--- src/rtl/freq_gen_pkg.sv ---
// Shared types and elaboration-time tuning-word helpers for the multi-channel frequency generator.
package freq_gen_pkg;

  typedef enum logic [1:0] {
    StIdle,
    StLoad,
    StMul,
    StWrite
  } arb_state_e;

  // Word that yields low_freq at the given clock rate, floor-truncated.
  function automatic longint unsigned calc_tw_low(input longint unsigned low_freq,
                                                  input longint unsigned clock_freq,
                                                  input int unsigned acc_bits);
    return (low_freq << acc_bits) / clock_freq;
  endfunction

  // Word increment per code LSB across the full code range, floor-truncated.
  function automatic longint unsigned calc_tw_step(input longint unsigned high_freq,
                                                   input longint unsigned low_freq,
                                                   input longint unsigned clock_freq,
                                                   input int unsigned input_bits,
                                                   input int unsigned acc_bits);
    return ((high_freq - low_freq) << acc_bits) /
           (clock_freq * ((64'd1 << input_bits) - 64'd1));
  endfunction

endpackage

--- src/rtl/freq_tw_mult.sv ---
// Sequential shift-add multiplier producing TW_LOW + value * TW_STEP, one code bit per cycle.
module freq_tw_mult #(
  parameter int unsigned         INPUT_BITS = 8,
  parameter int unsigned         ACC_BITS   = 32,
  parameter logic [ACC_BITS-1:0] TW_LOW     = '0,
  parameter logic [ACC_BITS-1:0] TW_STEP    = '0
) (
  input  logic                  clk_i,
  input  logic                  rst_ni,
  input  logic                  start_i,
  input  logic [INPUT_BITS-1:0] value_i,
  output logic                  done_o,
  output logic [ACC_BITS-1:0]   result_o
);

  localparam int unsigned CntW = $clog2(INPUT_BITS + 1);

  logic [ACC_BITS-1:0]   sum_q, sum_d;
  logic [ACC_BITS-1:0]   mcand_q, mcand_d;
  logic [INPUT_BITS-1:0] mplier_q, mplier_d;
  logic [CntW-1:0]       cnt_q, cnt_d;

  always_comb begin
    sum_d    = sum_q;
    mcand_d  = mcand_q;
    mplier_d = mplier_q;
    cnt_d    = cnt_q;
    if (start_i) begin
      sum_d    = TW_LOW;
      mcand_d  = TW_STEP;
      mplier_d = value_i;
      cnt_d    = CntW'(INPUT_BITS);
    end else if (cnt_q != '0) begin
      if (mplier_q[0]) begin
        sum_d = sum_q + mcand_q;
      end
      mcand_d  = mcand_q << 1;
      mplier_d = mplier_q >> 1;
      cnt_d    = cnt_q - CntW'(1);
    end
  end

  always_ff @(posedge clk_i or negedge rst_ni) begin
    if (!rst_ni) begin
      sum_q    <= '0;
      mcand_q  <= '0;
      mplier_q <= '0;
      cnt_q    <= '0;
    end else begin
      sum_q    <= sum_d;
      mcand_q  <= mcand_d;
      mplier_q <= mplier_d;
      cnt_q    <= cnt_d;
    end
  end

  // Asserted during the final iteration; result_o is complete on the following cycle.
  assign done_o   = (cnt_q == CntW'(1));
  assign result_o = sum_q;

endmodule

--- src/rtl/multi_frequency_module.sv ---
// Multi-channel phase-continuous NCO square-wave generator with a shared round-robin multiplier.
// Optional FREQ_GEN_PULSE_EN adds PULSE_OUT, a one-cycle strobe on each accumulator wrap.
module multi_frequency_module
  import freq_gen_pkg::*;
#(
  parameter longint unsigned CLOCK_FREQ = 50_000_000,
  parameter longint unsigned LOW_FREQ   = 1_000,
  parameter longint unsigned HIGH_FREQ  = 20_000_000,
  parameter int unsigned     INPUT_BITS = 8,
  parameter int unsigned     CHANNELS   = 4,
  parameter int unsigned     ACC_BITS   = 32
) (
  input  logic                           CLK,
  input  logic                           RST_N,
  input  logic [CHANNELS*INPUT_BITS-1:0] INPUT_VALUE,
  input  logic [CHANNELS-1:0]            VALUE_VALID,
  output logic [CHANNELS-1:0]            VALUE_READY,
  input  logic [CHANNELS-1:0]            ENABLE,
`ifdef FREQ_GEN_PULSE_EN
  output logic [CHANNELS-1:0]            PULSE_OUT,
`endif
  output logic [CHANNELS-1:0]            FREQ_OUT
);

  localparam int unsigned ChW = (CHANNELS > 1) ? $clog2(CHANNELS) : 1;
  localparam longint unsigned TwLowL  = calc_tw_low(LOW_FREQ, CLOCK_FREQ, ACC_BITS);
  localparam longint unsigned TwStepL = calc_tw_step(HIGH_FREQ, LOW_FREQ, CLOCK_FREQ,
                                                     INPUT_BITS, ACC_BITS);
  localparam logic [ACC_BITS-1:0] TwLow  = ACC_BITS'(TwLowL);
  localparam logic [ACC_BITS-1:0] TwStep = ACC_BITS'(TwStepL);

  function automatic logic [ChW-1:0] rr_index(input logic [ChW-1:0] base,
                                              input int unsigned off);
    return ChW'((32'(base) + off) % CHANNELS);
  endfunction

  logic [CHANNELS-1:0]   pend_valid_q, pend_valid_d;
  logic [INPUT_BITS-1:0] pend_code_q [CHANNELS];
  logic [INPUT_BITS-1:0] pend_code_d [CHANNELS];
  logic [ACC_BITS-1:0]   shadow_q [CHANNELS];
  logic [ACC_BITS-1:0]   shadow_d [CHANNELS];
  logic [ACC_BITS-1:0]   active_q [CHANNELS];
  logic [ACC_BITS-1:0]   active_d [CHANNELS];
  logic [ACC_BITS-1:0]   acc_q [CHANNELS];
  logic [ACC_BITS-1:0]   acc_d [CHANNELS];
  logic [ACC_BITS:0]     add_w [CHANNELS];
  logic [CHANNELS-1:0]   freq_q, freq_d;
  logic [CHANNELS-1:0]   accept, cand, wrap;

  arb_state_e          state_q, state_d;
  logic [ChW-1:0]      cur_q, cur_d, rr_q, rr_d, pick_idx;
  logic                pick_found, mul_start, mul_done, wr_en;
  logic [ACC_BITS-1:0] mul_result;
  logic [INPUT_BITS-1:0] mul_value;

  assign VALUE_READY = ~pend_valid_q;
  assign accept      = VALUE_VALID & ~pend_valid_q;
  // A code offered this cycle is visible to the arbiter immediately, saving a cycle of latency.
  assign cand        = pend_valid_q | accept;
  assign mul_value   = pend_code_q[cur_q];
  assign FREQ_OUT    = freq_q;

  always_comb begin
    pick_found = 1'b0;
    pick_idx   = '0;
    for (int unsigned i = 0; i < CHANNELS; i++) begin
      if (!pick_found && cand[rr_index(rr_q, i)]) begin
        pick_found = 1'b1;
        pick_idx   = rr_index(rr_q, i);
      end
    end
  end

  always_comb begin
    state_d   = state_q;
    cur_d     = cur_q;
    rr_d      = rr_q;
    mul_start = 1'b0;
    wr_en     = 1'b0;
    unique case (state_q)
      StIdle: begin
        if (pick_found) begin
          cur_d   = pick_idx;
          state_d = StLoad;
        end
      end
      StLoad: begin
        mul_start = 1'b1;
        state_d   = StMul;
      end
      StMul: begin
        if (mul_done) state_d = StWrite;
      end
      StWrite: begin
        wr_en   = 1'b1;
        rr_d    = rr_index(cur_q, 1);
        state_d = StIdle;
      end
      default: state_d = StIdle;
    endcase
  end

  freq_tw_mult #(
    .INPUT_BITS(INPUT_BITS),
    .ACC_BITS  (ACC_BITS),
    .TW_LOW    (TwLow),
    .TW_STEP   (TwStep)
  ) u_mult (
    .clk_i   (CLK),
    .rst_ni  (RST_N),
    .start_i (mul_start),
    .value_i (mul_value),
    .done_o  (mul_done),
    .result_o(mul_result)
  );

  always_comb begin
    pend_valid_d = pend_valid_q;
    wrap         = '0;
    freq_d       = '0;
    for (int c = 0; c < CHANNELS; c++) begin
      pend_code_d[c] = pend_code_q[c];
      shadow_d[c]    = shadow_q[c];
      if (accept[c]) begin
        pend_valid_d[c] = 1'b1;
        pend_code_d[c]  = INPUT_VALUE[c*INPUT_BITS +: INPUT_BITS];
      end
      if (wr_en && (cur_q == ChW'(c))) begin
        pend_valid_d[c] = 1'b0;
        shadow_d[c]     = mul_result;
      end
      add_w[c] = {1'b0, acc_q[c]} + {1'b0, active_q[c]};
      wrap[c]  = ENABLE[c] & add_w[c][ACC_BITS];
      acc_d[c] = ENABLE[c] ? add_w[c][ACC_BITS-1:0] : '0;
      freq_d[c] = ENABLE[c] & add_w[c][ACC_BITS-1];
      // Reading shadow_q means a same-cycle shadow write lands at the following wrap.
      active_d[c] = (wrap[c] || !ENABLE[c]) ? shadow_q[c] : active_q[c];
    end
  end

  always_ff @(posedge CLK or negedge RST_N) begin
    if (!RST_N) begin
      state_q      <= StIdle;
      cur_q        <= '0;
      rr_q         <= '0;
      pend_valid_q <= '0;
      freq_q       <= '0;
      for (int c = 0; c < CHANNELS; c++) begin
        pend_code_q[c] <= '0;
        shadow_q[c]    <= TwLow;
        active_q[c]    <= TwLow;
        acc_q[c]       <= '0;
      end
    end else begin
      state_q      <= state_d;
      cur_q        <= cur_d;
      rr_q         <= rr_d;
      pend_valid_q <= pend_valid_d;
      freq_q       <= freq_d;
      for (int c = 0; c < CHANNELS; c++) begin
        pend_code_q[c] <= pend_code_d[c];
        shadow_q[c]    <= shadow_d[c];
        active_q[c]    <= active_d[c];
        acc_q[c]       <= acc_d[c];
      end
    end
  end

`ifdef FREQ_GEN_PULSE_EN
  logic [CHANNELS-1:0] pulse_q;

  always_ff @(posedge CLK or negedge RST_N) begin
    if (!RST_N) begin
      pulse_q <= '0;
    end else begin
      pulse_q <= wrap;
    end
  end

  assign PULSE_OUT = pulse_q;
`endif

endmodule

--- config.mk ---
export PLATFORM = sky130hd
export DESIGN_NAME = multi_frequency_module
export DESIGN_NICKNAME = d
export VERILOG_FILES = /design/src/rtl/freq_gen_pkg.sv /design/src/rtl/freq_tw_mult.sv /design/src/rtl/multi_frequency_module.sv
export SDC_FILE = /design/constraint.sdc
export NUM_CORES = 1
export LEC_CHECK = 0
export ABC_AREA = 1
export BUFFER_PORTS_ARGS = -buffer_cell sky130_fd_sc_hd__buf_2
export CAP_MARGIN = 10
export CORE_AREA = 3 3 230 232
export DETAILED_ROUTE_END_ITERATION = 8
export DIE_AREA = 0 0 233 235
export MAX_ROUTING_LAYER = met4
export PLACE_DENSITY = 0.78
export SLEW_MARGIN = 25
export SYNTH_ARGS = -nofsm -noshare
export SYNTH_HDL_FRONTEND = slang
export SYNTH_HIERARCHICAL = 1
export SYNTH_SLANG_ARGS = --single-unit
--- constraint.sdc ---
create_clock -name CLK -period 2.4 [get_ports CLK]
set_input_delay 0.12 -clock CLK [delete_from_list [all_inputs] [get_ports CLK]]
set_output_delay 0.12 -clock CLK [all_outputs]
set_load 0.005 [all_outputs]
Word level (Yosys, flattened, before mapping) --
Index checks and enable logic that the tools add are counted.
Storage, ports and cells: output and inout port bits 8, flip-flop bits (word level) 506, word-level logic and storage cells 139, RAM bits 0, memory bits (read-only) 0, bits in latches 0, memories 0
Operators by class: reductions and logical operators 30, div/mod/pow operators 0, multiply operators 0, equal/unequal tests 9, bitwise operators 12, $add $sub $neg 10, multiplexer cells 45, magnitude comparators 5, shift-type cells 0
Operators by type and width (number):
- $mux 32 | 9
- $add 32x32->33 | 4
- $add 32x32->32 | 1
- $mux 8 | 4
- $mux 1 | 18
- $bmux 8 s2 | 1
- $lt 2x3->1 const B | 4
- $mux 2 | 6
- $reduce_bool 2->1 | 6
- $and 1x1->1 | 8
- $bmux 1 s2 | 4
- $eq 2x2->1 const B | 4
- $mux 4 | 2
- $pmux 2 s4 | 1
- $logic_and 1x1->1 | 7
- $logic_not 1->1 | 7
- $reduce_and 2->1 | 3
- $add 2x1->2 const B | 2
- $add 2x2->2 const B | 2
- $and 4x4->4 | 1
- $eq 2x1->1 const B | 2
- $eq 4x1->1 const B | 1
- $logic_not 2->1 | 2
- $logic_or 1x1->1 | 4
- other kinds (7) | 8

Logic depth before layout (Yosys ltp) --
word-level depth 17, gate-level depth with buffers 14

Hierarchy --
Netlist, hierarchy kept.
Modules (own cells, without submodules):
- multi_frequency_module | times used 1, area each 25206.7 um2, seq. area each 10760.3 um2, cells each 3554
- freq_tw_mult | times used 1, area each 5297.6 um2, seq. area each 1876.8 um2, cells each 774

Worst setup path before layout --
OpenSTA, ideal clock, no wires.
kind register to register, from register active_q[96] (netlist bit), to register active_q[100] (netlist bit), library setup time 0.117 ns, arrival time 1.930 ns, cell stages (with the launch flop) 13, setup slack 0.354 ns, required time 2.283 ns, path through dfstp_2 ha_1 inv_1 fa_1 nor2_1 o21ai_0 nand2_1 nand2_1 nand3b_1 nand2_1 buf_2 nand3_1 nand2_1
Between the ends: cells in the longest elaborated chain, start to end 3
Ends and longest elaborated chain:
- start: declaration | line multi_frequency_module.sv:42 | logic [ACC_BITS-1:0] active_q [CHANNELS];
- start signal: indexed assignment | line multi_frequency_module.sv:151 | active_q[c] <= TwLow;
- start signal: indexed assignment | line multi_frequency_module.sv:163 | active_q[c] <= active_d[c];
- $add 32x32->33 | line multi_frequency_module.sv:132 | add_w[c] = {1'b0, acc_q[c]} + {1'b0, active_q[c]};
- $and 1x1->1 | line multi_frequency_module.sv:133 | wrap[c] = ENABLE[c] & add_w[c][ACC_BITS];
- $logic_or 1x1->1 | line multi_frequency_module.sv:137 | active_d[c] = (wrap[c] || !ENABLE[c]) ? shadow_q[c] : active_q[c];
Every way passes these cells. A chain may end at the register's enable or synchronous reset.

Worst setup path after layout --
from register active_q[64] (netlist bit), to register active_q[65] (netlist bit)
Same word-level chain as after synthesis.

==> flow_summary.json <==
{
  "cellPowerDensity_nw_per_um2": 1190,
  "clk_pin_slew_ps": 60,
  "yosysTopAreaCell": "dfrtp_1",
  "core_um2": 51200,
  "ys_seq_elements": 501,
  "cts_tree": "built",
  "hp-class": "primary input to asynchronous set/reset pin",
  "path_class": "flip-flop to flip-flop",
  "reg2reg_to": "active_q[65]",
  "crit_path_cell_trace": "ha_2 > inv_1 > fa_1 > nor2_2 > o21ai_0 > nand2_1 > nand2_1 > nand2_1 > nand2_1 > nand3_4 > clkbuf_16 > nand2_1 > nand2_1",
  "cts-root-buf": "clkbuf_16",
  "synth_async_sr_flop_share_pct": 100,
  "cts_max_level": 2,
  "wl_um": 82100,
  "start_util_pct": 59.6,
  "yosysTopAreaCellShare_pct": 34.5,
  "worstPathRequired_ps": 2950,
  "timing.rr.start": "active_q[64]",
  "slowest_delay_ps": 530,
  "end_kind": "flip-flop",
  "seq_area_frac_synth_pct": 41.4,
  "synth-edff-count": 0,
  "cp_slowest_cell": "dfstp_2",
  "layout_common_cells": "nand2_1 (1615), inv_1 (650), dfrtp_1 (421), nor2_1 (336), nand3_1 (280)",
  "synth_area_leaders": "dfrtp_1 (35%), nand2_1 (20%), inv_1 (8.0%)",
  "critPathMaxFanout": 16,
  "n_fill_cell": 4353,
  "area_growth_pct": 11.6,
  "drv_cap": 0,
  "vdd_drop_max_mv": 1.01,
  "status": "completed",
  "drtPass1Iterations": 6,
  "drv_slew": 0,
  "hpwl_um": 58600,
  "regToRegSetupSlack_ps": 150,
  "grt_use_total_pct": 30.7,
  "layout-drive-gt1-share_pct": 8.42,
  "synth_nets": 4544,
  "fin_setup_tns_ps": 0,
  "die-area_um2": 54800,
  "ioPinCount": 50,
  "clockBufferDepth": 3,
  "relSlewSlack_pct": 55.8,
  "ys_warn_count": 6,
  "whs_ps": 96.8,
  "synth.avg_cell_area_um2": 7.05,
  "clk_latency_ps": 610,
  "gp_congestion": 0.956,
  "syn_area_um2": 30500,
  "layout_commonest_cell": "nand2_1",
  "fmax_mhz": 445,
  "min_period_ps": 2250,
  "tightest_slew_ps": 663,
  "rsz0062_at_grt": "true",
  "synth_cell_types": 49,
  "drc": 0,
  "critPathMostFrequentCell": "nand2_1",
  "rows": 83,
  "via_per_inst": 5.34,
  "syn_inst": 4328,
  "avgRoutedWirePerCell_um": 15.9,
  "setup_viol": 0,
  "arrival_ps": 2800,
  "cts_sinks": 501,
  "vias": 27572,
  "grt_pass1_vias": 25929,
  "reg2reg_depth": 13,
  "fin_worst_skew_ps": 22.4,
  "fin_ws_ps": 152,
  "grt_pass1_wl_um": 132000,
  "antenna_found_initial": 3,
  "numCtsBuffers": 53,
  "drt_iter0_markers": 2601,
  "numPortBuffers": 49,
  "die_w_um": 233,
  "min_period_over_period_pct": 93.7,
  "place_ws_ps": 113,
  "die_h_um": 235,
  "route.antenna.remaining_nets": 0,
  "critPathLaunch": "active_q[64]",
  "finalHoldViolCount": 0,
  "grt_start_max_net_pins": 71,
  "fin_nets": 4653,
  "p_leak_nw": 19.1,
  "ys.flop_type": "dfrtp_1",
  "startpoint_type": "flip-flop",
  "grt-ovfl-total": 0,
  "endpoint": "active_q[65]"
}
## final cells by class
type | instances | area (um2) | area share, %
clock inverters | 25 | 251 | 0.739
clock buffers | 71 | 1520 | 4.45
flip-flops and latches | 501 | 12600 | 37.1
inverters | 662 | 2490 | 7.30
repair buffers | 151 | 1360 | 4.00
diodes | 3 | 7.51 | 0.0220
multi-input cells | 3068 | 14900 | 43.9
well taps | 680 | 851 | 2.50
## layer usage
layer	up-vias	global-route usage [%]	routed length, um
met5	-	-	0
met4	0	11.7	3440
met3	197	3.50	4900
met2	869	48.1	37700
met1	12763	41.3	36100
li1	13743	-	-
## how the worst min path moves through the flow
stage / from / to / slack [ps] / cells past startpoint
finish: RST_N / acc_q[36] / 100 / 2
global route: RST_N / acc_q[34] / 150 / 2
CTS: RST_N / acc_q[80] / 110 / 2
detailed placement: RST_N / acc_q[80] / 160 / 1
global placement: RST_N / acc_q[74] / 150 / 1
floorplan: RST_N / FREQ_OUT[0] / -180 / 0
## cell families after synthesis
family	count (synthesis)	share of synthesized area, %
buffers and inverters	759	9.75
and+or+nand+nor	2377	31.6
DFF	501	41.4
xor gates and xnor gates	28	0.804
adders and majority gates	174	7.26
muxes	32	1.18
AOI/OAI and AO/OA	457	7.96
## synth_stat cells (22+ instances only)
master / n
o21ai_0: 222
dfrtp_1: 421
nor3_1: 45
inv_1: 650
nand3_1: 280
nor2_1: 338
a21oi_1: 176
clkbuf_1: 38
mux2_2: 32
dfstp_2: 80
nand2_1: 1620
buf_2: 33
xnor2_1: 22
ha_1: 169
## flip-flops by register name, indices dropped and copies added, names as in the netlist
register,flops
active_q,128
shadow_q,128
acc_q,125
pend_code_q,32
u_mult/result_o,32
u_mult/mcand_q,31
u_mult/mplier_q,8
pend_valid_q,4
u_mult/cnt_q,4
FREQ_OUT,3
cur_q,2
rr_q,2
state_q,2
## worst max-delay path: cells and delay by family, from the launching register on
kind	cells	cell delay (ps)
buffers and inverters	2	240
adder cells (fa/ha/maj)	2	580
AND/OR/NAND/NOR	8	760
flip-flops	1	530
AO/OA/AOI/OAI	1	70
## stage by stage
stage	util (%)	total power, mW	cell area [um2]	cells
floorplan	-	26.7	30500	4328
CTS	66.2	40.4	33900	5154
finish	66.5	40.6	34100	5161
detailed placement	62.0	31.8	31700	5017
global placement	62.0	31.3	31700	5017
global route	66.5	43.8	34000	5158
## power by group
| group | internal, mW | switching (mW) | leakage [nW] | total (mW) |
|---|---|---|---|---|
| clock | 4.79 | 3.61 | 0.850 | 8.40 |
| combinational | 6.16 | 11.4 | 11.9 | 17.5 |
| sequential | 12.3 | 2.43 | 6.36 | 14.7 |
| total | 23.2 | 17.4 | 19.1 | 40.6 |
## what timing repair did
action	CTS	global route
hold endpoints to repair	188	0
setup endpoints to repair	0	119
buffers inserted	0	1
gates resized for setup	0	14
hold buffers	41	0
Note: power is estimated with default switching activity, not from simulation.
